[config.mk]
export PLATFORM = sky130hd
export DESIGN_NAME = fp_mul_pipe
export DESIGN_NICKNAME = d
export VERILOG_FILES = /design/src/rtl/fp_mul_pipe.sv
export SDC_FILE = /design/constraint.sdc
export NUM_CORES = 2
export LEC_CHECK = 0
export CELL_PAD_IN_SITES_DETAIL_PLACEMENT = 1
export CELL_PAD_IN_SITES_GLOBAL_PLACEMENT = 1
export CORE_UTILIZATION = 50
export DETAILED_ROUTE_END_ITERATION = 6
export HOLD_SLACK_MARGIN = 0.05
export PLACE_DENSITY = 0.82
export SLEW_MARGIN = 20
export SYNTH_ARGS = -nofsm -noshare
export SYNTH_HDL_FRONTEND = slang
export SYNTH_SLANG_ARGS = --single-unit
[constraint.sdc]
create_clock -name clk -period 10.7 [get_ports clk]
set_input_delay 2.14 -clock clk [delete_from_list [all_inputs] [get_ports clk]]
set_output_delay 2.14 -clock clk [all_outputs]
set_load 0.01 [all_outputs]
[src/rtl/fp_mul_pipe.sv]
// fp_mul_pipe: parametrised IEEE-754-style floating-point multiplier (flush-to-zero, 5 rounding modes).
// Latency 3 register stages (S1 unpack/multiply, S2 normalise/round, S3 pack into output regs); 1 op/cycle.
// Backpressure: every stage advances only when ~out_valid | out_ready, so a stalled output freezes the pipe.
// Ports: clk, rst_n (sync, active-low); in_valid/in_ready with r_mode, fp_X, fp_Y;
//        out_valid/out_ready with fp_Z and the ovrf/udrf flags (qualified by out_valid).
module fp_mul_pipe #(
  parameter int EXP_W = 8,
  parameter int MAN_W = 23
) (
  input  logic                 clk,
  input  logic                 rst_n,
  input  logic                 in_valid,
  output logic                 in_ready,
  input  logic [2:0]           r_mode,
  input  logic [EXP_W+MAN_W:0] fp_X,
  input  logic [EXP_W+MAN_W:0] fp_Y,
  output logic                 out_valid,
  input  logic                 out_ready,
  output logic [EXP_W+MAN_W:0] fp_Z,
  output logic                 ovrf,
  output logic                 udrf
);
  localparam int W  = 1 + EXP_W + MAN_W;
  localparam int SW = MAN_W + 1;      // significand width incl. hidden bit
  localparam int PW = 2 * SW;         // full product width
  localparam int XW = EXP_W + 2;      // signed working exponent width
  localparam logic [XW-1:0]    BIAS_X = XW'((1 << (EXP_W - 1)) - 1);
  localparam logic [XW-1:0]    EMAX_X = XW'((1 << EXP_W) - 1);
  localparam logic [XW-1:0]    ONE_X  = XW'(1);
  localparam logic [EXP_W-1:0] E_ONES = {EXP_W{1'b1}};
  localparam logic [EXP_W-1:0] E_MAXF = E_ONES - 1'b1;
  localparam logic [W-1:0]     QNAN   = {1'b0, {EXP_W{1'b1}}, 1'b1, {(MAN_W - 1){1'b0}}};

  logic en;
  assign en       = ~out_valid | out_ready;
  assign in_ready = en & rst_n;

  // ---------------- S1: unpack, special detect, multiply ----------------
  logic             sx, sy;
  logic [EXP_W-1:0] ex, ey;
  logic [MAN_W-1:0] fx, fy;
  logic             x_zero, y_zero, x_inf, y_inf, x_nan, y_nan;
  logic             is_nan, is_inf, is_zero, sign;
  logic [W-1:0]     spec_z;
  logic             spec_ov, spec_ud;
  logic [XW-1:0]    exp_sum;
  logic [PW-1:0]    prod;

  assign {sx, ex, fx} = fp_X;
  assign {sy, ey, fy} = fp_Y;
  // Exponent field 0 covers denormals too: they are flushed to signed zero.
  assign x_zero  = (ex == '0);
  assign y_zero  = (ey == '0);
  assign x_inf   = (&ex) & ~(|fx);
  assign y_inf   = (&ey) & ~(|fy);
  assign x_nan   = (&ex) & (|fx);
  assign y_nan   = (&ey) & (|fy);
  assign is_nan  = x_nan | y_nan | (x_inf & y_zero) | (y_inf & x_zero);
  assign is_inf  = ~is_nan & (x_inf | y_inf);
  assign is_zero = ~is_nan & ~is_inf & (x_zero | y_zero);
  assign sign    = sx ^ sy;
  // Modulo-2^XW arithmetic; the result is read as signed downstream.
  assign exp_sum = XW'(ex) + XW'(ey) - BIAS_X;
  assign prod    = PW'({1'b1, fx}) * PW'({1'b1, fy});

  always_comb begin
    spec_z  = '0;
    spec_ov = 1'b0;
    spec_ud = 1'b0;
    if (is_nan) begin
      spec_z = QNAN;
    end else if (is_inf) begin
      spec_z  = {sign, E_ONES, {MAN_W{1'b0}}};
      spec_ov = 1'b1;
    end else if (is_zero) begin
      spec_z  = {sign, {(W - 1){1'b0}}};
      spec_ud = 1'b1;
    end
  end

  logic             s1_valid, s1_spec, s1_spec_ov, s1_spec_ud, s1_sign;
  logic [W-1:0]     s1_spec_z;
  logic [XW-1:0]    s1_exp;
  logic [PW-1:0]    s1_prod;
  logic [2:0]       s1_mode;

  // ---------------- S2: normalise, round ----------------
  logic             norm_shift, guard, rnd, sticky, inexact, inc, carry;
  logic [PW-1:0]    pn;
  logic [SW-1:0]    kept;
  logic [SW:0]      mant_r;
  logic [MAN_W-1:0] frac_r;
  logic [XW-1:0]    exp_r;

  // Product lies in [1,4); align so the leading one always sits at bit PW-1.
  assign norm_shift = s1_prod[PW-1];
  assign pn         = norm_shift ? s1_prod : {s1_prod[PW-2:0], 1'b0};
  assign kept       = pn[PW-1 -: SW];
  assign guard      = pn[MAN_W];
  assign rnd        = pn[MAN_W-1];
  assign sticky     = |pn[MAN_W-2:0];
  assign inexact    = guard | rnd | sticky;

  always_comb begin
    inc = 1'b0;
    case (s1_mode)
      3'd1:    inc = 1'b0;                     // toward zero
      3'd2:    inc = inexact & ~s1_sign;       // toward +inf
      3'd3:    inc = inexact & s1_sign;        // toward -inf
      3'd4:    inc = guard;                    // nearest, ties away
      default: inc = guard & (rnd | sticky | kept[0]);  // nearest-even
    endcase
  end

  assign mant_r = {1'b0, kept} + (SW + 1)'(inc);
  // Rounding carry out of the significand leaves 1.000..0: fraction zero, exponent +1.
  assign carry  = mant_r[SW];
  assign frac_r = carry ? mant_r[MAN_W:1] : mant_r[MAN_W-1:0];
  assign exp_r  = s1_exp + XW'(norm_shift) + XW'(carry);

  logic             s2_valid, s2_spec, s2_spec_ov, s2_spec_ud, s2_sign;
  logic [W-1:0]     s2_spec_z;
  logic [XW-1:0]    s2_exp;
  logic [MAN_W-1:0] s2_frac;
  logic [2:0]       s2_mode;

  // ---------------- S3: pack, flags ----------------
  logic [W-1:0] z_n;
  logic         ov_n, ud_n, to_inf;

  always_comb begin
    z_n    = '0;
    ov_n   = 1'b0;
    ud_n   = 1'b0;
    to_inf = 1'b1;
    if (s2_spec) begin
      z_n  = s2_spec_z;
      ov_n = s2_spec_ov;
      ud_n = s2_spec_ud;
    end else if ($signed(s2_exp) >= $signed(EMAX_X)) begin
      ov_n = 1'b1;
      case (s2_mode)
        3'd1:    to_inf = 1'b0;
        3'd2:    to_inf = ~s2_sign;
        3'd3:    to_inf = s2_sign;
        default: to_inf = 1'b1;
      endcase
      z_n = to_inf ? {s2_sign, E_ONES, {MAN_W{1'b0}}} : {s2_sign, E_MAXF, {MAN_W{1'b1}}};
    end else if ($signed(s2_exp) < $signed(ONE_X)) begin
      z_n  = {s2_sign, {(W - 1){1'b0}}};
      ud_n = 1'b1;
    end else begin
      z_n = {s2_sign, s2_exp[EXP_W-1:0], s2_frac};
    end
  end

  // Control and output registers: cleared by reset, which drops any in-flight ops.
  always_ff @(posedge clk) begin
    if (!rst_n) begin
      s1_valid  <= 1'b0;
      s2_valid  <= 1'b0;
      out_valid <= 1'b0;
      fp_Z      <= '0;
      ovrf      <= 1'b0;
      udrf      <= 1'b0;
    end else if (en) begin
      s1_valid  <= in_valid;
      s2_valid  <= s1_valid;
      out_valid <= s2_valid;
      fp_Z      <= s2_valid ? z_n : '0;
      ovrf      <= s2_valid & ov_n;
      udrf      <= s2_valid & ud_n;
    end
  end

  // Datapath registers: contents only matter when the matching valid is set.
  always_ff @(posedge clk) begin
    if (en) begin
      s1_spec    <= is_nan | is_inf | is_zero;
      s1_spec_z  <= spec_z;
      s1_spec_ov <= spec_ov;
      s1_spec_ud <= spec_ud;
      s1_sign    <= sign;
      s1_exp     <= exp_sum;
      s1_prod    <= prod;
      s1_mode    <= r_mode;
      s2_spec    <= s1_spec;
      s2_spec_z  <= s1_spec_z;
      s2_spec_ov <= s1_spec_ov;
      s2_spec_ud <= s1_spec_ud;
      s2_sign    <= s1_sign;
      s2_exp     <= exp_r;
      s2_frac    <= frac_r;
      s2_mode    <= s1_mode;
    end
  end
endmodule

Word-level counts from Yosys, hierarchy flattened
Index checks and enable logic that the tools add are counted.
Operators by class
  add/sub/neg operators: 5
  $mul: 1
  $lt $le $gt $ge: 2
  equal/unequal tests: 7
  mux-type cells: 20
  bitwise gates (word level): 35
  reductions and logical operators: 8
Operator list (count)
  $mux W32: 4
  $mux W31: 2
  $mul A24 B24 Y48: 1
  $mux W48: 1
  $reduce_or A23 Y1: 2
  $add A24 B1 Y25: 1
  $mux W24: 1
  $mux W23: 1
  $reduce_or A22 Y1: 1
  $add A10 B1 Y10: 2
  $logic_not A8 Y1: 2
  $reduce_and A8 Y1: 2
  $and A1 B1 Y1: 15
  $eq A3 B2 Y1 const B: 4
  $or A1 B1 Y1: 12
  $ge A10 B9 Y1 const B: 1
  $lt A10 B2 Y1 const B: 1
  $sub A9 B7 Y10 const B: 1
  $add A8 B8 Y9: 1
  $mux W1: 9
  $not A1 Y1: 7
  $eq A3 B1 Y1 const B: 2
  $pmux W1 S4: 1
  $eq A3 B3 Y1 const B: 1
  3 further kinds: 3
Word-level totals
  bits in registers: 206
  input port bits: 71
  output and inout port bits: 36
  logic and storage cells: 101

Depth between registers and ports, before layout
  depth after elaboration: 13
  mapped depth: 27
  depth with buffers taken out: 25

Least setup slack after synthesis
No wires, ideal clock.
  path type: input-to-reg
  start point: input fp_Y[3]
  end point: register s1_prod[42] (data pin)
  arrival: 8.426 ns
  data required time: 10.441 ns
  path slack: 2.015 ns
  stages: 25
  cell sequence: clkbuf_1 > nand2_1 > fa_1 > inv_1 > fa_1 > inv_1 > fa_1 > inv_1 > fa_1 > inv_1 > fa_1 > inv_1 > fa_1 > inv_1 > fa_1 > inv_1 > ha_1 > o21ai_0 > a211o_1 > a31oi_1 > o31ai_2 > o31a_2 > o41ai_4 > a41oi_1 > xnor2_1
Between the ends
  cells in the longest elaborated chain, start to end: 1
RTL lines
  from (decl): line 16  | input logic [EXP_W+MAN_W:0] fp_Y,
  $mul A24 B24 Y48: line 64  | assign prod = PW'({1'b1, fx}) * PW'({1'b1, fy});
  via prod[42]: line 47  | logic [PW-1:0] prod;
  to (signal assigned): line 185  | s1_prod <= prod;
  to (decl): line 84  | logic [PW-1:0] s1_prod;
The timed path passes the listed nets, and every way through them passes these cells.
A chain may end at the register's enable or synchronous reset.

Final worst setup path
  start point: input fp_Y[0]
  end point: register s1_prod[40] (data pin)
The elaborated chain is that of the path after synthesis.

==> results summary <==
The count of nets left with antenna violations after detail routing is 0. The compound-gate portion of the synthesized area is 0.0594. The class of the tightest hold or removal check is reg2reg. The number of port buffers came out at roughly 110. The post-cts gate resize count is 0.

Ranked by total cell area, the synthesized netlist is headed by sky130_fd_sc_hd__fa_1 38%, sky130_fd_sc_hd__edfxtp_1 13%, sky130_fd_sc_hd__ha_1 9.4%. The number of filler instances in the final layout came out at 5,789. The maximum clock skew at final layout is about 8.4 ps. The delay contributed by the slowest stage of the critical path came out at 870 ps. The number of nets in the layout came out at roughly 3,600. The starting density of the core is 0.508.

The proportion of netlist area held by the largest area contributor is 0.379. The net count after synthesis came out at ~3,500. The area of combinational cells with multiple inputs came out at ~0.019 mm².

The post-synthesis instance area came out at between 0.02 and 0.03 mm². In this run the tightest slew margin relative to its limit is 0.324. The post-synthesis instance total came out at 2,742. The maximum number of pins on one net before global-route repair is just under 100.

The remaining routing DRC violations came out at 0. The number of placement rows came out at 82. The hold violation total from the final report is 0.

TritonCTS created 17 clock buffers. Across every metal layer, demand over resource in global routing totals 0.306. The most frequently used flop master after synthesis is sky130_fd_sc_hd__edfxtp_1. The number of maximum-capacitance violations came out at 0. The initial antenna violation count is 1.

The critical path is of the in2reg type. The period utilization is 0.922. The total wire length is 78,000 µm. CTS built an H-tree with a depth of 4. The via-per-instance ratio came out at 5.53. 107 I/O pins were placed.

The average routed wire per standard cell came out at approximately 22 µm. The count of distinct cell types in the synthesized netlist is 67. The CTS tree is yes. Derived from the worst setup path, the maximum achievable clock frequency is 101 MHz. STA puts the critical path data required time at approximately 11,000 ps. The number of antenna diodes is 0. The largest total area in the synthesized netlist belongs to sky130_fd_sc_hd__fa_1. The clock sink count came out at around 150.

The synthesis-to-finish area growth is 10.1%. The cell with the most instances after synthesis is sky130_fd_sc_hd__inv_1. The placeable core area came out at 0.0503 mm². The multiplexer share of the synthesized area came out at 0.00764. The sequential cell area is 0.00407 mm². The die width is between 200 and 250 µm. Dividing the synthesized area by the synthesized cell count gives ~9.3 µm². The area share of and/or/nand/nor cells after synthesis came out at 0.164. For this run, the number of Yosys warnings is 0. The setup violation total in the final timing report is 0. The slowest stage of the critical path is the sky130_fd_sc_hd__clkdlybuf4s50_1 cell. The worst path in the final design needs a cycle of a little under 10,000 ps, including I/O delays and setup.

The arrival time reported for the critical path endpoint is 10,030 ps. The count of buffers added by post-CTS timing repair for setup came out at 0. The global-route wire length before repair came out at roughly 120,000 µm.

The gate family responsible for the most delay along the worst path is adder cells. The violation count after the first detailed-routing iteration is between 1,000 and 1,500. The transition at the pin with the smallest max-transition slack came out at approximately 1000 ps.

The count of buffer and inverter cells on the critical path came out at 7. The area share of fa/ha/maj cells after synthesis came out at 0.473. Summed over all layers, the global routing overflow is 0. The number of iterations in the first detailed-routing pass is 5. By count the netlist is led by 592 x sky130_fd_sc_hd__inv_1, 484 x sky130_fd_sc_hd__fa_1, 357 x sky130_fd_sc_hd__nand2_1, 279 x sky130_fd_sc_hd__and2_1, 191 x sky130_fd_sc_hd__ha_1. Setup repair after global routing left no endpoint under its margin. By area, the combinational part of the netlist is dominated by adder cells.

The maximum buffer depth of the clock tree came out at 2. The worst hold slack came out at between 400 and 500 ps. The flow ran to the end, and the final reports show no timing, DRC or antenna violations.

STA classifies the critical path endpoint as a flop. The die height is between 200 and 250 µm. Among the stages of the critical path, the cell type that occurs most often is sky130_fd_sc_hd__fa_1. Clock latency on the worst-skew pair, taken at its later pin, is between 400 and 500 ps.

The final weighted congestion of routability-driven global placement is around 0.95. The post-detailed-placement half-perimeter wirelength is between 60,000 and 70,000 µm. The xor and xnor area share after synthesis came out at 0.0305.

The fraction of registers with async set/reset is 0. The via count of the routed design came out at roughly 19,000. The synthesized design contains approximately 110 enable-type register cells.

Of all nets on the critical path, the largest fanout is 17. The number of pins with negative max-slew slack in the final report came out at 0. In the final layout, the share of cells above drive strength 1 is 0.0449. Summed over all failing endpoints, the final setup total negative slack is 0 ps.

The quantity of hold-fixing buffers added after cts came out at 0. The worst setup path is launched from an input port. Counting flops and latches in the post-synthesis netlist gives between 100 and 150. The clock transition time at the flip-flop clock pins of the worst setup and hold paths came out at about 60 ps. The proportion of synthesized chip area in sequential cells came out at 0.159. The root buffer selected by CTS is sky130_fd_sc_hd__clkbuf_16.

The critical path goes through clkdlybuf4s50_1 -> clkinv_1 -> fa_1 -> inv_1 -> fa_1 -> inv_1 -> fa_1 -> fa_1 -> inv_1 -> fa_1 -> fa_1 -> inv_1 -> fa_1 -> inv_1 -> ha_1 -> a211o_1 -> a211oi_1 -> nand2_1 -> o31ai_2 -> o21bai_2 -> a311oi_2 -> o31ai_2 -> a221oi_2 -> xnor2_1. The number of global-route vias before repair was about 22,000. The die area came out at 0.0520 mm².
state kept, by name, indices dropped and copies added (netlist names), 3 cells and up:
signal     cells
s1_mode        3
fp_Z          32
s2_mode        3
s1_spec_z      3
s1_prod       48
s2_frac       23
s1_exp        10
s2_spec_z      3
s2_exp        10
routing by layer:
metal | vias to the layer above | global-route usage | wire length, µm
li1 | 8474 | - | -
met1 | 9975 | 0.366 | 30300
met2 | 717 | 0.542 | 39000
met3 | 190 | 0.0624 | 5670
met4 | 2 | 0.114 | 3070
met5 | - | 0 | 13
cell usage in the layout (no fill, tap or decap), types with 20 or more instances in the layout:
master                            count
sky130_fd_sc_hd__edfxtp_1           111
sky130_fd_sc_hd__a21oi_1             85
sky130_fd_sc_hd__nor2_1              86
sky130_fd_sc_hd__inv_1              591
sky130_fd_sc_hd__and2_1             279
sky130_fd_sc_hd__xor2_1              34
sky130_fd_sc_hd__nand2_1            357
sky130_fd_sc_hd__xnor2_1             55
sky130_fd_sc_hd__dfxtp_1             37
sky130_fd_sc_hd__fa_1               484
sky130_fd_sc_hd__o21ai_0             64
sky130_fd_sc_hd__clkdlybuf4s50_1    105
sky130_fd_sc_hd__clkbuf_16           20
sky130_fd_sc_hd__ha_1               191
sky130_fd_sc_hd__buf_4               69
sky130_fd_sc_hd__nand3_1             23
sky130_fd_sc_hd__nor4_1              21
stage by stage:
stage / worst slack, ps / cell area [µm²] / std cells / utilization
finish: 838 / 28100 / 3500 / 0.560
global route: 473 / 28100 / 3500 / 0.560
CTS: 845 / 28100 / 3500 / 0.559
detailed placement: 418 / 27500 / 3468 / 0.548
global placement: 850 / 27500 / 3468 / 0.548
floorplan: 2020 / 25600 / 2742 / -
cell families (layout without fill, tap and decap cells):
logic type	after synthesis	in the layout
xor+xnor	89	89
flops	148	148
buf+inv	718	804
simple gates	852	852
fa+ha+maj	675	675
mux	19	19
compound gates	241	241
worst reg2reg max path, stage by stage (launching register included):
cell and delay [ps]:
sky130_fd_sc_hd__edfxtp_1 320, sky130_fd_sc_hd__buf_4 420, sky130_fd_sc_hd__a211oi_1 200, sky130_fd_sc_hd__nand2_1 130, sky130_fd_sc_hd__o32ai_1 90, sky130_fd_sc_hd__nand2_1 90
sky130_fd_sc_hd__a21oi_1 80, sky130_fd_sc_hd__nor2_1 120, sky130_fd_sc_hd__ha_1 190, sky130_fd_sc_hd__ha_1 240, sky130_fd_sc_hd__nand3_1 150, sky130_fd_sc_hd__nor4_1 530
sky130_fd_sc_hd__nor2b_1 440, sky130_fd_sc_hd__nand2_1 160, sky130_fd_sc_hd__nor3_1 160, sky130_fd_sc_hd__buf_4 210, sky130_fd_sc_hd__inv_1 100, sky130_fd_sc_hd__fa_1 400
sky130_fd_sc_hd__nor2b_1 240, sky130_fd_sc_hd__and3_1 240, sky130_fd_sc_hd__nand3_1 100, sky130_fd_sc_hd__xnor2_1 140
final cells by class:
cell class | count | area share
Tap cell | 672 | 0.0299
Multi-Input combinational cell | 1876 | 0.668
Timing Repair Buffer | 176 | 0.0563
Clock buffer | 20 | 0.0178
Inverter | 596 | 0.0796
Sequential cell | 148 | 0.145
Clock inverter | 12 | 0.00360
path summary, 6_finish.rpt:
| path | from | to | slack, ps | cells past startpoint |
|---|---|---|---|---|
| setup / recovery | fp_Y[0] | s1_prod[40]$_DFFE_PN_ | 840 | 24 |
| hold / removal | s1_spec_ud$_SDFFCE_PP0N_ | s2_spec_ud$_DFFE_PN_ | 430 | 0 |
| setup reg to reg | s1_prod[47]$_DFFE_PN_ | s2_exp[9]$_DFFE_PN_ | 5690 | 21 |
| hold reg to reg | s1_spec_ud$_SDFFCE_PP0N_ | s2_spec_ud$_DFFE_PN_ | 430 | 0 |
Power is left out: the tool's default activity adds up to more than one toggle a clock period on the data nets, which glitch-free logic cannot reach.
